<file path="config.mk">
export PLATFORM = sky130hd
export DESIGN_NAME = uart_buffered_tx
export DESIGN_NICKNAME = d
export VERILOG_FILES = /design/src/rtl/uart_pkg.sv /design/src/rtl/uart_sync_fifo.sv /design/src/rtl/uart_buffered_tx.sv
export SDC_FILE = /design/constraint.sdc
export NUM_CORES = 1
export LEC_CHECK = 0
export ABC_CLOCK_PERIOD_IN_PS = 4430
export BUFFER_PORTS_ARGS = -buffer_cell sky130_fd_sc_hd__buf_2
export CAP_MARGIN = 40
export CORE_ASPECT_RATIO = 0.8
export CORE_MARGIN = 10
export CORE_UTILIZATION = 55
export CTS_BUF_LIST = sky130_fd_sc_hd__clkbuf_4 sky130_fd_sc_hd__clkbuf_8
export DETAILED_ROUTE_END_ITERATION = 12
export GPL_ROUTABILITY_DRIVEN = 0
export PLACE_DENSITY = 0.72
export SLEW_MARGIN = 5
export SYNTH_ARGS = -nofsm -noshare
export SYNTH_HDL_FRONTEND = slang
export SYNTH_SLANG_ARGS = --single-unit
</file>
<file path="constraint.sdc">
create_clock -name clk -period 4.43 [get_ports clk]
set_input_delay 0.886 -clock clk [delete_from_list [all_inputs] [get_ports clk]]
set_output_delay 0.886 -clock clk [all_outputs]
set_load 0.02 [all_outputs]
</file>
<file path="src/rtl/uart_pkg.sv">
`default_nettype none
// +--------------------------------------------------------------------------+
// | Package    : uart_pkg                                                    |
// | Description: Shared constants, state encoding and baud divider helper    |
// |              for the buffered 8N1 UART transmitter.                      |
// | Revision   : 1.0 - initial release                                       |
// +--------------------------------------------------------------------------+
package uart_pkg;

   localparam int unsigned BAUD_9600   = 9600;
   localparam int unsigned BAUD_19200  = 19200;
   localparam int unsigned BAUD_38400  = 38400;
   localparam int unsigned BAUD_57600  = 57600;
   localparam int unsigned BAUD_115200 = 115200;

   localparam int DATA_BITS = 8;
   localparam int STOP_BITS = 1;

   localparam logic [1:0] S_IDLE  = 2'd0;
   localparam logic [1:0] S_START = 2'd1;
   localparam logic [1:0] S_DATA  = 2'd2;
   localparam logic [1:0] S_STOP  = 2'd3;

   typedef enum logic [1:0] {
      IDLE  = S_IDLE,
      START = S_START,
      DATA  = S_DATA,
      STOP  = S_STOP
   } tx_state_t;

   // Clocks per bit minus one; unlisted selections fall back to 9600 baud.
   function automatic int unsigned baud_div(input int unsigned clk_freq,
                                            input logic [2:0]  baud_set);
      int unsigned baud;
      case (baud_set)
         3'd1:    baud = BAUD_19200;
         3'd2:    baud = BAUD_38400;
         3'd3:    baud = BAUD_57600;
         3'd4:    baud = BAUD_115200;
         default: baud = BAUD_9600;
      endcase
      return clk_freq / baud - 1;
   endfunction

endpackage
`default_nettype wire

</file>
<file path="src/rtl/uart_sync_fifo.sv">
`default_nettype none
// +--------------------------------------------------------------------------+
// | Module     : uart_sync_fifo                                              |
// | Description: Single-clock first-word-fall-through FIFO. rd_data always   |
// |              shows the head entry; rd_en consumes it.                    |
// | Revision   : 1.0 - initial release                                       |
// +--------------------------------------------------------------------------+
module uart_sync_fifo #(
   parameter int DEPTH = 16,
   parameter int WIDTH = 8
) (
   input  logic                     clk,
   input  logic                     reset,
   input  logic                     wr_en,
   input  logic [WIDTH-1:0]         wr_data,
   input  logic                     rd_en,
   output logic [WIDTH-1:0]         rd_data,
   output logic                     full,
   output logic                     empty,
   output logic [$clog2(DEPTH):0]   count
);

   localparam int PTR_W = $clog2(DEPTH);
   localparam int CNT_W = PTR_W + 1;
   localparam logic [CNT_W-1:0] FULL_CNT = DEPTH[CNT_W-1:0];

   logic [WIDTH-1:0] mem_q [DEPTH];
   logic [WIDTH-1:0] mem_d [DEPTH];
   logic [PTR_W-1:0] wr_ptr_q, wr_ptr_d;
   logic [PTR_W-1:0] rd_ptr_q, rd_ptr_d;
   logic [CNT_W-1:0] count_q, count_d;
   logic             wr_accept;
   logic             rd_accept;

   // Flags come from the registered count so a write is judged against the
   // occupancy at the start of the cycle, regardless of a concurrent pop.
   assign full      = (count_q == FULL_CNT);
   assign empty     = (count_q == '0);
   assign wr_accept = wr_en && !full;
   assign rd_accept = rd_en && !empty;
   assign rd_data   = mem_q[rd_ptr_q];
   assign count     = count_q;

   // Next-state for storage, pointers and occupancy.
   always_comb begin
      mem_d    = mem_q;
      wr_ptr_d = wr_ptr_q;
      rd_ptr_d = rd_ptr_q;
      count_d  = count_q;
      if (wr_accept) begin
         mem_d[wr_ptr_q] = wr_data;
         wr_ptr_d        = wr_ptr_q + PTR_W'(1);
      end
      if (rd_accept) begin
         rd_ptr_d = rd_ptr_q + PTR_W'(1);
      end
      case ({wr_accept, rd_accept})
         2'b10:   count_d = count_q + CNT_W'(1);
         2'b01:   count_d = count_q - CNT_W'(1);
         default: count_d = count_q;
      endcase
   end

   // Storage array carries no reset; validity is tracked by the pointers.
   always_ff @(posedge clk) begin
      mem_q <= mem_d;
   end

   // Pointer and occupancy registers.
   always_ff @(posedge clk or posedge reset) begin
      if (reset) begin
         wr_ptr_q <= '0;
         rd_ptr_q <= '0;
         count_q  <= '0;
      end else begin
         wr_ptr_q <= wr_ptr_d;
         rd_ptr_q <= rd_ptr_d;
         count_q  <= count_d;
      end
   end

endmodule
`default_nettype wire

</file>
<file path="src/rtl/uart_buffered_tx.sv">
`default_nettype none
// +--------------------------------------------------------------------------+
// | Module     : uart_buffered_tx                                            |
// | Description: 8N1 UART transmitter fed from a byte FIFO; queued bytes are |
// |              sent back-to-back at a per-frame selectable baud rate.      |
// | Revision   : 1.0 - initial release                                       |
// +--------------------------------------------------------------------------+
module uart_buffered_tx
   import uart_pkg::*;
#(
   parameter int CLK_FREQ   = 50_000_000,
   parameter int FIFO_DEPTH = 16
) (
   input  logic                          clk,
   input  logic                          reset,
   input  logic [2:0]                    baud_set,
   input  logic [7:0]                    wr_data,
   input  logic                          wr_en,
   output logic                          full,
   output logic                          overflow,
   output logic [$clog2(FIFO_DEPTH):0]   fifo_count,
   output logic                          uart_tx,
   output logic                          tx_busy,
   output logic                          tx_done
);

   // 9600 baud is the slowest rate, so its divider sets the counter width.
   localparam int DIV_W = $clog2(CLK_FREQ / BAUD_9600);
   localparam int BIT_W = $clog2(DATA_BITS);
   localparam logic [DIV_W-1:0] DIV_0 = DIV_W'(baud_div(CLK_FREQ, 3'd0));
   localparam logic [DIV_W-1:0] DIV_1 = DIV_W'(baud_div(CLK_FREQ, 3'd1));
   localparam logic [DIV_W-1:0] DIV_2 = DIV_W'(baud_div(CLK_FREQ, 3'd2));
   localparam logic [DIV_W-1:0] DIV_3 = DIV_W'(baud_div(CLK_FREQ, 3'd3));
   localparam logic [DIV_W-1:0] DIV_4 = DIV_W'(baud_div(CLK_FREQ, 3'd4));
   localparam logic [BIT_W-1:0] DATA_LAST = BIT_W'(DATA_BITS - 1);
   localparam logic [BIT_W-1:0] STOP_LAST = BIT_W'(STOP_BITS - 1);

   tx_state_t        state_q, state_d;
   logic [DIV_W-1:0] cnt_q, cnt_d;
   logic [DIV_W-1:0] div_q, div_d;
   logic [BIT_W-1:0] bit_q, bit_d;
   logic [7:0]       shift_q, shift_d;
   logic             tx_q, tx_d;
   logic             busy_q, busy_d;
   logic             done_q, done_d;
   logic             ovf_q, ovf_d;

   logic [DIV_W-1:0] div_sel;
   logic             bit_end;
   logic             pop;
   logic [7:0]       fifo_rd_data;
   logic             fifo_full;
   logic             fifo_empty;

   uart_sync_fifo #(
      .DEPTH (FIFO_DEPTH),
      .WIDTH (8)
   ) u_fifo (
      .clk     (clk),
      .reset   (reset),
      .wr_en   (wr_en),
      .wr_data (wr_data),
      .rd_en   (pop),
      .rd_data (fifo_rd_data),
      .full    (fifo_full),
      .empty   (fifo_empty),
      .count   (fifo_count)
   );

   assign bit_end = (cnt_q == div_q);

   // Divider lookup for the rate requested right now; latched at frame start.
   always_comb begin
      case (baud_set)
         3'd1:    div_sel = DIV_1;
         3'd2:    div_sel = DIV_2;
         3'd3:    div_sel = DIV_3;
         3'd4:    div_sel = DIV_4;
         default: div_sel = DIV_0;
      endcase
   end

   // Frame sequencing: baud counter, bit counter, shift register and pops.
   always_comb begin
      state_d = state_q;
      cnt_d   = cnt_q;
      div_d   = div_q;
      bit_d   = bit_q;
      shift_d = shift_q;
      pop     = 1'b0;
      if (state_q != IDLE) begin
         cnt_d = bit_end ? '0 : cnt_q + DIV_W'(1);
      end
      case (state_q)
         IDLE: begin
            if (!fifo_empty) begin
               pop     = 1'b1;
               shift_d = fifo_rd_data;
               div_d   = div_sel;
               bit_d   = '0;
               state_d = START;
            end
         end
         START: begin
            if (bit_end) begin
               bit_d   = '0;
               state_d = DATA;
            end
         end
         DATA: begin
            if (bit_end) begin
               shift_d = shift_q >> 1;
               if (bit_q == DATA_LAST) begin
                  bit_d   = '0;
                  state_d = STOP;
               end else begin
                  bit_d = bit_q + BIT_W'(1);
               end
            end
         end
         STOP: begin
            if (bit_end) begin
               if (bit_q != STOP_LAST) begin
                  bit_d = bit_q + BIT_W'(1);
               end else if (!fifo_empty) begin
                  // Chain straight into the next start bit with no idle gap.
                  pop     = 1'b1;
                  shift_d = fifo_rd_data;
                  div_d   = div_sel;
                  bit_d   = '0;
                  state_d = START;
               end else begin
                  state_d = IDLE;
               end
            end
         end
         default: state_d = IDLE;
      endcase
   end

   // Output values derived from the current state, registered one cycle later
   // so the line, busy and done stay mutually aligned.
   always_comb begin
      case (state_q)
         IDLE:    tx_d = 1'b1;
         START:   tx_d = 1'b0;
         DATA:    tx_d = shift_q[0];
         default: tx_d = 1'b1;
      endcase
      busy_d = (state_q != IDLE);
      done_d = (state_q == STOP) && bit_end && (bit_q == STOP_LAST);
      ovf_d  = wr_en && fifo_full;
   end

   // State and output registers; reset forces the line idle immediately.
   always_ff @(posedge clk or posedge reset) begin
      if (reset) begin
         state_q <= IDLE;
         cnt_q   <= '0;
         div_q   <= DIV_0;
         bit_q   <= '0;
         shift_q <= '0;
         tx_q    <= 1'b1;
         busy_q  <= 1'b0;
         done_q  <= 1'b0;
         ovf_q   <= 1'b0;
      end else begin
         state_q <= state_d;
         cnt_q   <= cnt_d;
         div_q   <= div_d;
         bit_q   <= bit_d;
         shift_q <= shift_d;
         tx_q    <= tx_d;
         busy_q  <= busy_d;
         done_q  <= done_d;
         ovf_q   <= ovf_d;
      end
   end

   assign full     = fifo_full;
   assign overflow = ovf_q;
   assign uart_tx  = tx_q;
   assign tx_busy  = busy_q;
   assign tx_done  = done_q;

endmodule
`default_nettype wire

</file>
==> results.json, run 1 <==
{
  "synth-edff-count": 128,
  "critPathSlowestCell": "and4_1",
  "skew_ns": 0.0110,
  "via_per_inst": 5.87,
  "crit_type": "flop to flop",
  "cts_buffers": 17,
  "gr-usage-all-layers_pct": 16.0,
  "clkTransAtPathRegs_ns": 0.09,
  "grt_pass1_wl_mm": 24.5,
  "final_nets": 587,
  "ir_drop_mv": 0.399,
  "cts_hold_buf": 0,
  "ant_nets": 0,
  "rrSetupSlack_ns": 0.79,
  "syn_inst": 525,
  "synth.net_count": 559,
  "io_pins": 24,
  "critPathLaunchType": "flop",
  "synthFlopType": "edfxtp_1",
  "relSlewSlack_pct": 40.9,
  "yosysSeqAreaShare_pct": 65.6,
  "ys_types": 52,
  "cp.required_ns": 4.81,
  "netSwitchingFraction_pct": 36.0,
  "drc": 0,
  "grt_pass1_vias": 4420,
  "fin_setup_tns_ns": 0,
  "power_density_nw_per_um2": 641,
  "clock_latency_ns": 0.46,
  "setup_ws_ns": 0.792,
  "gr-total-overflow": 0,
  "antenna_found_initial": 0,
  "cellInternalPower_w": 0.00350,
  "yosysWarnings": 0,
  "netlist_area_um2": 7890,
  "pwr-share-comb_pct": 37.2,
  "area_growth_pct": 8.15,
  "coreArea_um2": 14200,
  "drt-wirelength-per-cell_um": 20.5,
  "cts_setup_buffers": 0,
  "dr.pass1.iters": 5,
  "worst_slew_pin_slew_ns": 0.883,
  "cts_root_buf": "clkbuf_8",
  "diodes": 0,
  "cp_cell_sequence": "xor2_1, nor4_2, and4_1, a31oi_1, nor3_1, ha_1, inv_1, fa_1, inv_1, a21o_1, a21oi_1, xnor2_1, nor2_1, xor2_1",
  "most-common-layout-cells": "128 x edfxtp_1, 46 x dfrtp_1, 32 x nand2_1, 32 x mux2i_1, 30 x nor2_1",
  "fin_crit_sh_pct": 82.1,
  "crit_fanout": 9,
  "synth_top_area_share_pct": 48.7,
  "fmax_mhz": 275,
  "arrival_ns": 4.02,
  "route.vias.total": 4405,
  "wl_mm": 15.4,
  "outcome": "completed",
  "finalMaxSlewViolations": 0,
  "cp-end-kind": "flop",
  "clock-sinks": 181,
  "synth_top_cells_by_area": "edfxtp_1 49%, dfrtp_1 15%, mux4_2 5.4%",
  "ctsResizeCount": 0,
  "dieArea_um2": 19600,
  "grt_max_degree": 31,
  "ys_seq_elements": 181,
  "hold_class": "input pin to async pin",
  "dr.first_iter.drc_count": 389,
  "die_h_um": 127,
  "maxCapViolCount": 0,
  "mostFrequentLayoutCell": "edfxtp_1",
  "power_frac_seq_pct": 45.3,
  "fp.dieW_um": 154,
  "rows": 39,
  "p_leak_nw": 3.28,
  "timing.final.crit_period_ns": 3.64,
  "cts-htree-levels": 4,
  "rsz0062_at_grt": "false",
  "place_ws_ns": 0.849,
  "dp_hpwl_mm": 10.4,
  "switchingPower_w": 0.00197,
  "drive_gt1_share_pct": 19.3,
  "reg2reg_depth": 14,
  "avgSynthCellArea_um2": 15.0,
  "synthArstFlopShare_pct": 29.3,
  "hold_viol": 0,
  "cts_buffer_depth": 2,
  "setup_viol": 0,
  "clkPwrFrac_pct": 17.5,
  "r2r-start": "cnt_q[5]$_DFFE_PP0P_",
  "synth_top_area_cell": "edfxtp_1",
  "max_stage_delay_ns": 0.47,
  "floorplan.initialDensity_pct": 55.7,
  "port_buffers": 23,
  "cts_tree": "built",
  "rr_endpoint": "u_fifo.count[4]$_DFFE_PP0P_"
}
-- critical path, delay by kind of cell, from the launching register on --
| family | cells | cell delay [ns] |
|---|---|---|
| adder cells (fa/ha/maj) | 2 | 0.74 |
| buffers and inverters | 2 | 0.18 |
| XOR/XNOR | 3 | 0.47 |
| AO/OA/AOI/OAI | 3 | 0.40 |
| flip-flops | 1 | 0.42 |
| AND/OR/NAND/NOR | 4 | 1.36 |
-- worst max path at each step --
stage	from	endpoint	depth (start not counted)
finish	cnt_q[5]$_DFFE_PP0P_	u_fifo.count[4]$_DFFE_PP0P_	14
global route	cnt_q[5]$_DFFE_PP0P_	u_fifo.count[4]$_DFFE_PP0P_	14
CTS	cnt_q[5]$_DFFE_PP0P_	u_fifo.count[4]$_DFFE_PP0P_	14
detailed placement	cnt_q[5]$_DFFE_PP0P_	u_fifo.count[4]$_DFFE_PP0P_	14
global placement	div_q[12]$_DFFE_PP1P_	u_fifo.count[4]$_DFFE_PP0P_	14
floorplan	cnt_q[5]$_DFFE_PP0P_	u_fifo.count[4]$_DFFE_PP0P_	15
-- flip-flops by register name, summed over array words and instances (netlist names), 2 cells and up --
| name | flops |
|---|---|
| u_fifo.wr_ptr_q | 4 |
| shift_q | 8 |
| u_fifo.mem_q | 128 |
| u_fifo.count | 5 |
| u_fifo.rd_ptr_q | 4 |
| div_q | 10 |
| bit_q | 3 |
| cnt_q | 13 |
| state_q | 2 |
-- per-stage QoR --
stage | std cells | hold WS (ns) | utilization, % | cell area, um2 | total power [W]
after global placement | 715 | 0.468 | 57.8 | 8180 | 0.00445
after floorplan | 525 | 0.449 | - | 7890 | 0.00402
after global routing | 750 | 0.467 | 60.3 | 8530 | 0.00580
final | 750 | 0.457 | 60.3 | 8530 | 0.00547
after CTS | 750 | 0.444 | 60.3 | 8530 | 0.00550
after detailed placement | 718 | 0.478 | 57.9 | 8200 | 0.00454
-- Yosys cell counts, types with 2 or more instances --
| master | instances |
|---|---|
| or4_1 | 2 |
| nand2_1 | 32 |
| a32o_1 | 2 |
| a21o_1 | 4 |
| o21ai_0 | 12 |
| nand2b_1 | 5 |
| o211ai_1 | 14 |
| xnor2_1 | 10 |
| buf_6 | 2 |
| nand3_1 | 15 |
| nor3_1 | 9 |
| buf_2 | 5 |
| nor2_1 | 30 |
| nor2b_1 | 5 |
| or3_1 | 2 |
| o211a_1 | 2 |
| a21oi_1 | 5 |
| ha_1 | 19 |
| and4_1 | 2 |
| a22oi_1 | 14 |
| inv_1 | 20 |
| and3_1 | 5 |
| mux4_2 | 19 |
| nor4_1 | 2 |
| mux2_2 | 8 |
| mux2_4 | 7 |
| mux2i_1 | 32 |
| edfxtp_1 | 128 |
| buf_1 | 3 |
| and2_1 | 3 |
| xor2_1 | 21 |
| nand4_1 | 2 |
| dfstp_2 | 6 |
| dfrtp_1 | 47 |
| clkbuf_1 | 14 |
-- layout make-up --
type | instances | area, um2
Tap cell | 184 | 230
Multi-Input combinational cell | 299 | 2520
Inverter | 20 | 75.1
Fill cell | 1076 | 5620
Clock inverter | 13 | 83.8
Clock buffer | 19 | 249
Sequential cell | 181 | 5180
Timing Repair Buffer | 34 | 198
-- logic make-up (layout without fill, tap and decap cells) --
kind of cell,Yosys count,in the layout,synth area share (%)
compound gates,62,62,5.68
mux,66,66,12.0
simple gates,120,120,7.55
flops,181,181,65.6
fa+ha+maj,20,20,3.27
buf+inv,45,86,2.46
xor+xnor,31,31,3.44
-- power groups by stage --
stage | Combinational [W] | Sequential, W | Clock [W]
final | 0.00204 | 0.00248 | 0.000960
after global routing | 0.00222 | 0.00253 | 0.00105
after CTS | 0.00204 | 0.00248 | 0.000982
after detailed placement | 0.00203 | 0.00251 | 0
after global placement | 0.00196 | 0.00249 | 0
after floorplan | 0.00162 | 0.00240 | 0
-- per-layer routing --
metal  vias up  routed length, um  global-route usage (%)
li1       2014                  -                       -
met1      2224               7160                    23.2
met2       152               7070                    23.2
met3        15                985                    3.92
met4         0                163                    5.10
met5         -                  0                       0
(Power assumes the default switching activity.)
==> run 2: changes to the inputs <==
Settings changed: ABC_AREA set to 1, ABC_CLOCK_PERIOD_IN_PS 4430 to 3780.
Clock period 4.43 ns to 3.78 ns, I/O delays scaled along.
==> run 2 against run 1 <==
Net effect:
- cell area rose by 6.8%
- final cell count is 53% higher
- die area rose by 6.3%
- sequential share of layout area decreased by 3.9 points
- non-clock buffer count shrank 7
- utilization grew 0.22 points
- via count increased by 37%
- synthesized cell count is 72% higher
- register-to-register slack worse by 0.06 ns
==> results.json, run 2 <==
{
  "power_density_nw_per_um2": 762,
  "cp-startpoint": "state_q[0]$_DFFE_PP0P_",
  "worst_slew_pin_slew_ns": 0.831,
  "route.vias.total": 6043,
  "synth_top_area_cell": "edfxtp_1",
  "fin_total_pwr_w": 0.00694,
  "synth_top_cells_by_area": "edfxtp_1 45%, nand2_1 14%, dfrtp_1 14%",
  "dpl.cell_count": 1117,
  "crit_fanout": 13,
  "yosysSeqAreaShare_pct": 61.1,
  "finalNonFillerCells": 1148,
  "cts_hold_buf": 0,
  "timing.final.crit_period_ns": 3.05,
  "netSwitchingFraction_pct": 43.6,
  "hold_viol": 0,
  "cts_buffer_depth": 2,
  "wl_mm": 18.5,
  "yosysWarnings": 0,
  "skew_ns": 0.0107,
  "dr.first_iter.drc_count": 629,
  "ys_types": 38,
  "cts_root_buf": "clkbuf_8",
  "fp.dieW_um": 159,
  "cp-end-kind": "flop",
  "fin_setup_tns_ns": 0,
  "cts-htree-levels": 4,
  "largest-register": "u_fifo.mem_q",
  "yosysMostFrequentCell": "nand2_1",
  "fill_cells": 1270,
  "final_nets": 960,
  "drt-wirelength-per-cell_um": 16.1,
  "antenna_found_initial": 0,
  "ant_nets": 0,
  "synth-edff-count": 128,
  "clock_latency_ns": 0.47,
  "clock-sinks": 181,
  "fmax_mhz": 328,
  "maxCapViolCount": 0,
  "pwr-share-comb_pct": 42.6,
  "grt_pass1_vias": 5569,
  "ir_drop_mv": 0.538,
  "place_ws_ns": 0.770,
  "synthArstFlopShare_pct": 29.3,
  "avgSynthCellArea_um2": 9.36,
  "clkTransAtPathRegs_ns": 0.10,
  "ys_seq_elements": 181,
  "rows": 40,
  "floorplan.initialDensity_pct": 56.2,
  "rsz0062_at_grt": "false",
  "synth_top_area_share_pct": 45.4,
  "netlist_area_um2": 8470,
  "critPathLaunchType": "flop",
  "relSlewSlack_pct": 44.4,
  "r2r-start": "state_q[0]$_DFFE_PP0P_",
  "drc": 0,
  "coreArea_um2": 15100,
  "dieArea_um2": 20800,
  "cellInternalPower_w": 0.00391,
  "io_pins": 24,
  "cts_setup_buffers": 0,
  "clkPwrFrac_pct": 16.9,
  "reg.largest.list": "u_fifo.mem_q: 128 flops, cnt_q: 13 flops, div_q: 10 flops",
  "diodes": 0,
  "p_leak_nw": 4.02,
  "switchingPower_w": 0.00303,
  "synthFlopType": "edfxtp_1",
  "hold_class": "input pin to async pin",
  "crit_type": "flop to flop",
  "outcome": "completed",
  "synth.net_count": 939,
  "die_h_um": 131,
  "fin_crit_sh_pct": 80.6,
  "grt_pass1_wl_mm": 29.6,
  "ctsResizeCount": 0,
  "power_frac_seq_pct": 40.5,
  "setup_ws_ns": 0.733,
  "cts_tree": "built",
  "syn_inst": 905,
  "gr-total-overflow": 0,
  "most-common-layout-cells": "321 x nand2_1, 128 x edfxtp_1, 104 x nor2_1, 74 x inv_1, 64 x nand3_1",
  "dp_hpwl_mm": 12.3,
  "cp.required_ns": 4.18,
  "arrival_ns": 3.45,
  "port_buffers": 23,
  "post-route-util_pct": 60.5,
  "gr-usage-all-layers_pct": 18.3,
  "dr.pass1.iters": 5,
  "largest_reg_flops": 128,
  "grt_max_degree": 73,
  "mostFrequentLayoutCell": "nand2_1",
  "cts_buffers": 17,
  "via_per_inst": 5.26,
  "finalMaxSlewViolations": 0,
  "drive_gt1_share_pct": 10.0,
  "area_growth_pct": 7.59,
  "ys_top_cells_by_count": "321 x nand2_1, 128 x edfxtp_1, 104 x nor2_1, 75 x inv_1, 64 x nand3_1",
  "setup_viol": 0
}
==> run 2: layout make-up <==
class                   instances  area (um2)  share of cell area [%]
flip-flops and latches        181        5180                    56.8
multi-input cells             614        2850                    31.3
inverters                      85         319                    3.50
well taps                     210         263                    2.88
clock buffers                  17         234                    2.57
repair buffers                 27         165                    1.81
clock inverters                14         101                    1.11
==> run 2: logic make-up (layout without fill, tap and decap cells) <==
kind of cell / count (synthesis) / in the layout / synth area share (%)
flops: 181 / 181 / 61.1
buf+inv: 110 / 143 / 5.20
compound gates: 60 / 60 / 4.14
fa+ha+maj: 20 / 20 / 3.04
simple gates: 523 / 523 / 25.4
xor+xnor: 11 / 11 / 1.14
==> run 2: power by group through the flow <==
stage                     Combinational (W)  Sequential (W)  Clock (W)
after floorplan                     0.00220         0.00281          0
final                               0.00296         0.00281    0.00117
after global placement              0.00286         0.00283          0
after detailed placement            0.00293         0.00284          0
after global routing                0.00340         0.00285    0.00127
after CTS                           0.00295         0.00281    0.00118
==> run 2: stage by stage <==
step	cell area, um2	hold slack [ns]
after floorplan	8470	0.442
after global placement	8750	0.455
after detailed placement	8780	0.467
after CTS	9110	0.352
after global routing	9110	0.379
final	9110	0.348
==> run 2: layer usage <==
| layer | up-vias | track usage, % | routed length (um) |
|---|---|---|---|
| met5 | - | 0 | 0 |
| met4 | 0 | 6.26 | 248 |
| met3 | 19 | 4.00 | 1380 |
| met2 | 210 | 25.9 | 7780 |
| met1 | 2846 | 27.2 | 9120 |
| li1 | 2968 | - | - |
==> run 2: final timing paths <==
| kind | to | slack [ns] | cells past startpoint |
|---|---|---|---|
| worst max register to register | u_fifo.count[4]$_DFFE_PP0P_ | 0.73 | 13 |
| worst max-delay path | u_fifo.count[4]$_DFFE_PP0P_ | 0.73 | 13 |
| worst min-delay path | u_fifo.count[4]$_DFFE_PP0P_ | 0.35 | 2 |
| max in group asynchronous | uart_tx$_DFF_PP1_ | 2.60 | 3 |
| min in group clk | shift_q[4]$_DFFE_PP0P_ | 0.49 | 2 |
| worst min register to register | shift_q[4]$_DFFE_PP0P_ | 0.49 | 2 |
==> run 2: worst max-delay path: stages, from the launching register on <==
cell      delay (ns)
dfrtp_1         0.44
inv_1           0.13
ha_1            0.30
inv_1           0.33
nand2_1         0.20
nand2_1         0.19
inv_1           0.07
ha_1            0.26
ha_1            0.34
a21oi_1         0.16
o21bai_1        0.08
or2_2           0.27
nand2_1         0.08
xor2_1          0.13
